### src/rtl/lcd_capture_funcmod.sv
// Captures a fixed window of an incoming RGB666 LCD stream into a 128-wide
// RGB565 frame buffer, one complete frame per iCall request.
module lcd_capture_funcmod #(
    parameter logic [10:0] SA    = 11'd48,
    parameter logic [10:0] SB    = 11'd40,
    parameter logic [9:0]  SO    = 10'd3,
    parameter logic [9:0]  SP    = 10'd29,
    parameter logic [7:0]  XSIZE = 8'd128,
    parameter logic [7:0]  YSIZE = 8'd96,
    parameter logic [9:0]  XOFF  = 10'd0,
    parameter logic [9:0]  YOFF  = 10'd0
) (
    input  logic        CLOCK,
    input  logic        RESET,
    input  logic        iCall,
    output logic        oDone,
    input  logic        iHSYNC,
    input  logic        iVSYNC,
    input  logic [5:0]  iRED,
    input  logic [5:0]  iGREEN,
    input  logic [5:0]  iBLUE,
    output logic [13:0] oAddr,
    output logic [15:0] oData,
    output logic        oWrEn
);

    localparam logic [11:0] H_START = 12'(SA) + 12'(SB) + 12'(XOFF);
    localparam logic [11:0] H_END   = H_START + 12'(XSIZE);
    localparam logic [10:0] V_START = 11'(SO) + 11'(SP) + 11'(YOFF);
    localparam logic [10:0] V_END   = V_START + 11'(YSIZE);

    typedef enum logic [1:0] {IDLE, ARM, CAPTURE, DONE} state_t;

    state_t      state;
    logic        hsync_s1, vsync_s1, hsync_prev, vsync_prev;
    logic [5:0]  red_s1, green_s1, blue_s1;
    logic [10:0] ch;
    logic [9:0]  cv;

    logic        h_edge, v_edge;
    logic [10:0] ch_next;
    logic [9:0]  cv_next;
    logic        in_window, last_pixel, capture_now;
    logic [7:0]  pix_x, pix_y;
    logic [13:0] pix_addr;
    logic [15:0] pix_data;
    logic        colour_lsb_unused;

    // ch_next/cv_next are the raster position of the pixel currently held in S1.
    always_comb begin
        h_edge  = hsync_prev & ~hsync_s1;
        v_edge  = vsync_prev & ~vsync_s1;
        ch_next = h_edge ? 11'd0 : ((ch == 11'h7FF) ? ch : ch + 11'd1);
        if (v_edge)
            cv_next = 10'd0;
        else if (h_edge)
            cv_next = (cv == 10'h3FF) ? cv : cv + 10'd1;
        else
            cv_next = cv;
    end

    always_comb begin
        in_window  = ({1'b0, ch_next} >= H_START) && ({1'b0, ch_next} < H_END) &&
                     ({1'b0, cv_next} >= V_START) && ({1'b0, cv_next} < V_END);
        pix_x      = 8'({1'b0, ch_next} - H_START);
        pix_y      = 8'({1'b0, cv_next} - V_START);
        pix_addr   = ({6'd0, pix_y} << 7) + {6'd0, pix_x};
        pix_data   = {red_s1[5:1], green_s1, blue_s1[5:1]};
        last_pixel = in_window && (pix_x == XSIZE - 8'd1) && (pix_y == YSIZE - 8'd1);
        // The V edge that arms a capture already belongs to the new frame.
        capture_now = (state == CAPTURE) || ((state == ARM) && v_edge);
        colour_lsb_unused = red_s1[0] ^ blue_s1[0];
    end

    always_ff @(posedge CLOCK or negedge RESET) begin
        if (!RESET) begin
            state      <= IDLE;
            hsync_s1   <= 1'b1;
            vsync_s1   <= 1'b1;
            hsync_prev <= 1'b1;
            vsync_prev <= 1'b1;
            red_s1     <= 6'd0;
            green_s1   <= 6'd0;
            blue_s1    <= 6'd0;
            ch         <= 11'd0;
            cv         <= 10'd0;
            oWrEn      <= 1'b0;
            oDone      <= 1'b0;
            oAddr      <= 14'd0;
            oData      <= 16'd0;
        end else begin
            hsync_s1   <= iHSYNC;
            vsync_s1   <= iVSYNC;
            hsync_prev <= hsync_s1;
            vsync_prev <= vsync_s1;
            red_s1     <= iRED;
            green_s1   <= iGREEN;
            blue_s1    <= iBLUE;
            ch         <= ch_next;
            cv         <= cv_next;
            oWrEn      <= 1'b0;
            oDone      <= 1'b0;

            case (state)
                IDLE:    if (iCall) state <= ARM;
                ARM:     if (v_edge) state <= CAPTURE;
                CAPTURE: state <= CAPTURE;
                DONE: begin
                    oDone <= 1'b1;
                    state <= IDLE;
                end
                default: state <= IDLE;
            endcase

            // A V edge mid-capture simply restarts addressing from the new frame.
            if (capture_now && in_window) begin
                oWrEn <= 1'b1;
                oAddr <= pix_addr;
                oData <= pix_data;
                if (last_pixel)
                    state <= DONE;
            end
        end
    end

endmodule

### config.mk
export PLATFORM = sky130hd
export DESIGN_NAME = lcd_capture_funcmod
export DESIGN_NICKNAME = d
export VERILOG_FILES = /design/src/rtl/lcd_capture_funcmod.sv
export SDC_FILE = /design/constraint.sdc
export NUM_CORES = 1
export LEC_CHECK = 0
export ABC_AREA = 1
export BUFFER_PORTS_ARGS = -buffer_cell sky130_fd_sc_hd__clkbuf_2
export CAP_MARGIN = 20
export CELL_PAD_IN_SITES_DETAIL_PLACEMENT = 0
export CELL_PAD_IN_SITES_GLOBAL_PLACEMENT = 1
export CORE_UTILIZATION = 32
export DETAILED_ROUTE_END_ITERATION = 7
export PLACE_DENSITY = 0.66
export SLEW_MARGIN = 20
export SYNTH_ARGS = -nofsm -noshare
export SYNTH_HDL_FRONTEND = slang
export SYNTH_SLANG_ARGS = --single-unit
### constraint.sdc
create_clock -name CLOCK -period 3.65 [get_ports CLOCK]
set_clock_uncertainty 0.1 [all_clocks]
set_input_delay 0.9125 -clock CLOCK [delete_from_list [all_inputs] [get_ports CLOCK]]
set_output_delay 0.9125 -clock CLOCK [all_outputs]
set_load 0.02 [all_outputs]
After elaboration in Yosys (flattened, before gate mapping) --
Cells that the tools add are included.
Operators by class: reduce and logical (&&, ||, !) cells 9, order comparisons 4, add/sub/neg operators 5, bitwise gates (word level) 4, multiplexer cells 12, equality and inequality tests 7
Operators with widths (count):
- 10-bit two-way mux | 3
- 11-bit two-way mux | 2
- 8-bit by 7-bit equality test with 1-bit output (second input constant) | 2
- 14-bit by 8-bit adder with 14-bit output | 1
- 11-bit by 1-bit adder with 11-bit output (second input constant) | 1
- 11-bit equality test (second input constant) | 1
- 11-bit by 7-bit greater-or-equal comparator with 1-bit output (second input constant) | 1
- 11-bit by 8-bit < comparator with 1-bit output (second input constant) | 1
- 10-bit by 1-bit adder with 10-bit output (second input constant) | 1
- 10-bit equality test (second input constant) | 1
- 10-bit by 6-bit greater-or-equal comparator with 1-bit output (second input constant) | 1
- 10-bit by 8-bit < comparator with 1-bit output (second input constant) | 1
- 2-bit two-way mux | 4
- 2-bit case mux with 4 select lines | 1
- 8-bit by 6-bit subtractor with 8-bit output (second input constant) | 1
- 8-bit by 7-bit subtractor with 8-bit output (second input constant) | 1
- 1-bit logical AND | 7
- 2-bit equality test (second input constant) | 2
- 1-bit bitwise AND | 2
- 2-bit by 1-bit equality test with 1-bit output (second input constant) | 1
- 2-bit logical NOT | 1
- 1-bit two-way mux | 2
- 1-bit NOT | 2
- 1-bit logical OR | 1
Word-level totals: register bits after elaboration 77, output and inout bits 32, input port bits 23, logic and storage cells 55

Longest topological paths before layout --
depth after elaboration 11, depth in mapped cells 25

Worst setup path after synthesis --
OpenSTA, ideal clock, no wires.
kind register -> register, from reg ch[0], to reg oAddr[13], data required time 3.437 ns, cell stages (with the launch flop) 25, clock period less this slack 3.095 ns, buffers on the path 1, setup time 0.113 ns, data arrival time 2.882 ns, slack 0.555 ns, cell sequence dfrtp_1 -> ha_1 -> nand2_2 -> nor2_4 -> nand3_4 -> buf_6 -> nand3_1 -> nand3_1 -> inv_1 -> ha_1 -> inv_1 -> nand2_1 -> a21oi_1 -> inv_1 -> and2_1 -> inv_1 -> ha_1 -> ha_1 -> nand4_1 -> nor2_1 -> nand4_1 -> nand2_1 -> nand3_1 -> nand2_1 -> inv_1
Between the ends: word-level cells in the longest chain between the ends 8
Ends and longest elaborated chain:
- start, declared | RTL line 37 | logic [10:0] ch;
- start signal, assigned | RTL line 99 | ch <= ch_next;
- 11-bit by 1-bit adder with 11-bit output or 11-bit equality test (tied branches) | RTL line 53 | ch_next = h_edge ? 11'd0 : ((ch == 11'h7FF) ? ch : ch + 11'd1);
- 11-bit two-way mux * (2 in series) | RTL line 53
- net ch_next[3] | RTL line 41 | logic [10:0] ch_next;
- parallel branches: the longest is 5 deep, another holds 14-bit by 8-bit adder with 14-bit output
- end signal, assigned | RTL line 118 | oAddr <= pix_addr;
- end, declared | RTL line 22 | output logic [13:0] oAddr,
Mark *: on every way through the listed nets, which the timed path passes. A chain may end at the register's enable or synchronous reset.

Worst setup path in the final report --
Ends and elaborated chain as after synthesis.

==> reports/metrics.cfg <==
[status]
status=complete, no violations

[timing]
rsz0062_at_grt=no
relSlewSlack=0.367
setup_viol=0
post-route-period-util=0.889
fin_crit_ns=3.24
max_freq_ghz=0.308
tns_ns=0
slew_violations=0
hold_viol_final=0
worstMarginPinSlew_ns=0.950

[yosys]
synth_top_family_by_area=simple AND/OR/NAND/NOR gates
yosys_warnings=0
ys_ff_latch=75
synth_compound_area_frac=0.0231
synth_area_um2=3630
synth_cell_types=28
syn_nets=469
async_reset_ff_frac=1.00
synth_commonest_cells=nand2_1, nand3_1, dfrtp_1, inv_1, nor2_1
synth_flop_cell=dfrtp_1
synth_area_per_cell_um2=8.25
synth.top_cell.area_share=0.489
synth_edf_count=0
synthMuxAreaShare=0
synth-xor-area-share=0.0217
yosys.area_share.adder=0.0207
yosys.area_share.simple=0.333
yosysTopAreaCell=dfrtp_1
synth.area.top_cells=dfrtp_1, nand2_1, nand3_1, inv_1, dfstp_2
synth.most_common_cell=nand2_1
syn_inst=440
yosysSeqAreaShare=0.518

[detailed_routing]
routed_wl_mm=8.12
post_drt_via_cell_ratio=4.60
drtIter0Drc=165
via_count=2948
avgRoutedWirePerCell_um=12.7
drt_pass1_iterations=4
ant_nets=0
drc_errors=0

[floorplanning]
start_util=0.332
rows=38
core_area_um2=10900
dieArea_um2=11800
die_y_um=109
die_width_um=109
ios=55

[clock_tree]
ctsLongestPathBuffers=2
cts_root_buffer=clkbuf_16
cts.sinks=75
cts_made_buffers=9
clkTransAtPathRegs_ns=0.06
htree_levels=3
cts_tree=done
cts_hold_buf=0
insertion_delay_ns=0.33

[grt]
grt_pass1_vias=2911
overflow=0
antenna_found_initial=0
grt_usage=0.154
grt_pass1_wl_mm=13.9
grt_max_degree=76

[power]
p_leak_nw=2.42
ir_drop_mv=0.271
finalPower_mw=2.23
p_per_area_nw_per_um2=509

[place]
gp_congestion=0.790
portBuffers=52
hpwl_mm=5.64

[setup_path]
worstPathMaxFanout=6
worstPathRequired_ns=3.78
start_kind=register
cp.arrival_ns=3.37
criticalPathCategory=register to register
endpoint_kind=register

[finish]
nets=527
multi_input_area_um2=1460
drive_gt1_frac=0.206
n_antenna_cell=0
area_growth_pct=20.9
seq_area_um2=1880
fillers=1137

[flow_run]
max_cap_violations=0

[hold_path]
hp-class=register to register

[per-layer routing]
layer  track usage  up-vias  part of all wire
met5             0        -                 0
met4        0.0637        0             0.018
met3        0.0350       12             0.038
met2         0.241       56              0.45
met1         0.204     1376              0.49
li1              -     1504                 -
[timing repair]
item	in CTS	in global routing
resized for setup	0	4
endpoints found under the setup margin	0	2
setup buffers	0	2
[worst paths after layout]
check | start | end | slack [ns] | cells after the start
min in group asynchronous | RESET | blue_s1[3] | 0.63 | 1
max in group asynchronous | RESET | ch[9] | 2.21 | 1
setup / recovery | ch[0] | oAddr[13] | 0.41 | 22
hold reg to reg | vsync_s1 | vsync_prev | 0.27 | 0
hold / removal | vsync_s1 | vsync_prev | 0.27 | 0
setup reg to reg | ch[0] | oAddr[13] | 0.41 | 22
[logic make-up after synthesis]
| family | count (synthesis) |
|---|---|
| simple gates | 264 |
| flops | 75 |
| buf+inv | 72 |
| compound gates | 14 |
| xor+xnor | 9 |
| fa+ha+maj | 6 |
[power by group]
group          switching [mW]  total [mW]  internal, mW  leakage (nW)
registers              0.0403       0.927         0.886         0.976
logic                   0.201       0.307         0.105          1.28
clock network           0.341        1.00         0.660         0.161
[metrics by stage]
| stage | util | std cells | instance area [um^2] | hold slack, ns | worst slack, ns |
|---|---|---|---|---|---|
| finish | 0.401 | 641 | 4390 | 0.267 | 0.406 |
| global route | 0.401 | 641 | 4390 | 0.275 | 0.0481 |
| CTS | 0.399 | 639 | 4360 | 0.268 | 0.209 |
| detailed placement | 0.369 | 625 | 4030 | 0.260 | 0.222 |
| global placement | 0.369 | 625 | 4030 | 0.258 | 0.294 |
| floorplan | - | 440 | 3630 | 0.254 | 0.555 |
[sequential cells by signal, summed over array words and instances, names as in the netlist]
name        flops
cv             10
red_s1          5
oData          16
green_s1        6
hsync_s1        1
state           2
oDone           1
blue_s1         5
ch             11
oAddr          14
vsync_s1        1
vsync_prev      1
hsync_prev      1
oWrEn           1
[layout by cell type (no fill, tap or decap), drive strengths merged]
cell / count
o21ai: 4
and2: 1
clkinv: 2
nand4: 10
nand2: 140
nor2: 30
nand3b: 2
dfrtp: 71
clkbuf: 60
nand3: 80
buf: 9
xor2: 5
a21oi: 6
dfstp: 4
inv: 59
o21bai: 2
xnor2: 4
ha: 6
o211ai: 2
nor3: 1
bufinv: 3
[layout make-up]
cell class	instances	share of cell area
inverter	59	0.0505
multi-input combinational	293	0.332
sequential	75	0.429
clock buffer	9	0.0513
tap	140	0.0399
timing repair buffer	60	0.0736
clock inverter	5	0.0237
[critical path, stage by stage, from the launching register on]
cell	delay [ns]
dfrtp_1	0.39
ha_2	0.21
nand2_2	0.09
nor2_4	0.19
nand3_4	0.12
nand3_1	0.12
nand3_2	0.12
inv_2	0.10
ha_1	0.16
inv_1	0.04
nand2_1	0.10
nand3_1	0.12
and2_1	0.20
inv_1	0.07
ha_1	0.16
ha_1	0.19
nand4_1	0.12
nor2_2	0.17
nand4_1	0.09
nand2_1	0.08
nand3_1	0.07
nand2_1	0.08
inv_1	0.03
No activity file was read; power rests on OpenSTA's default activity.
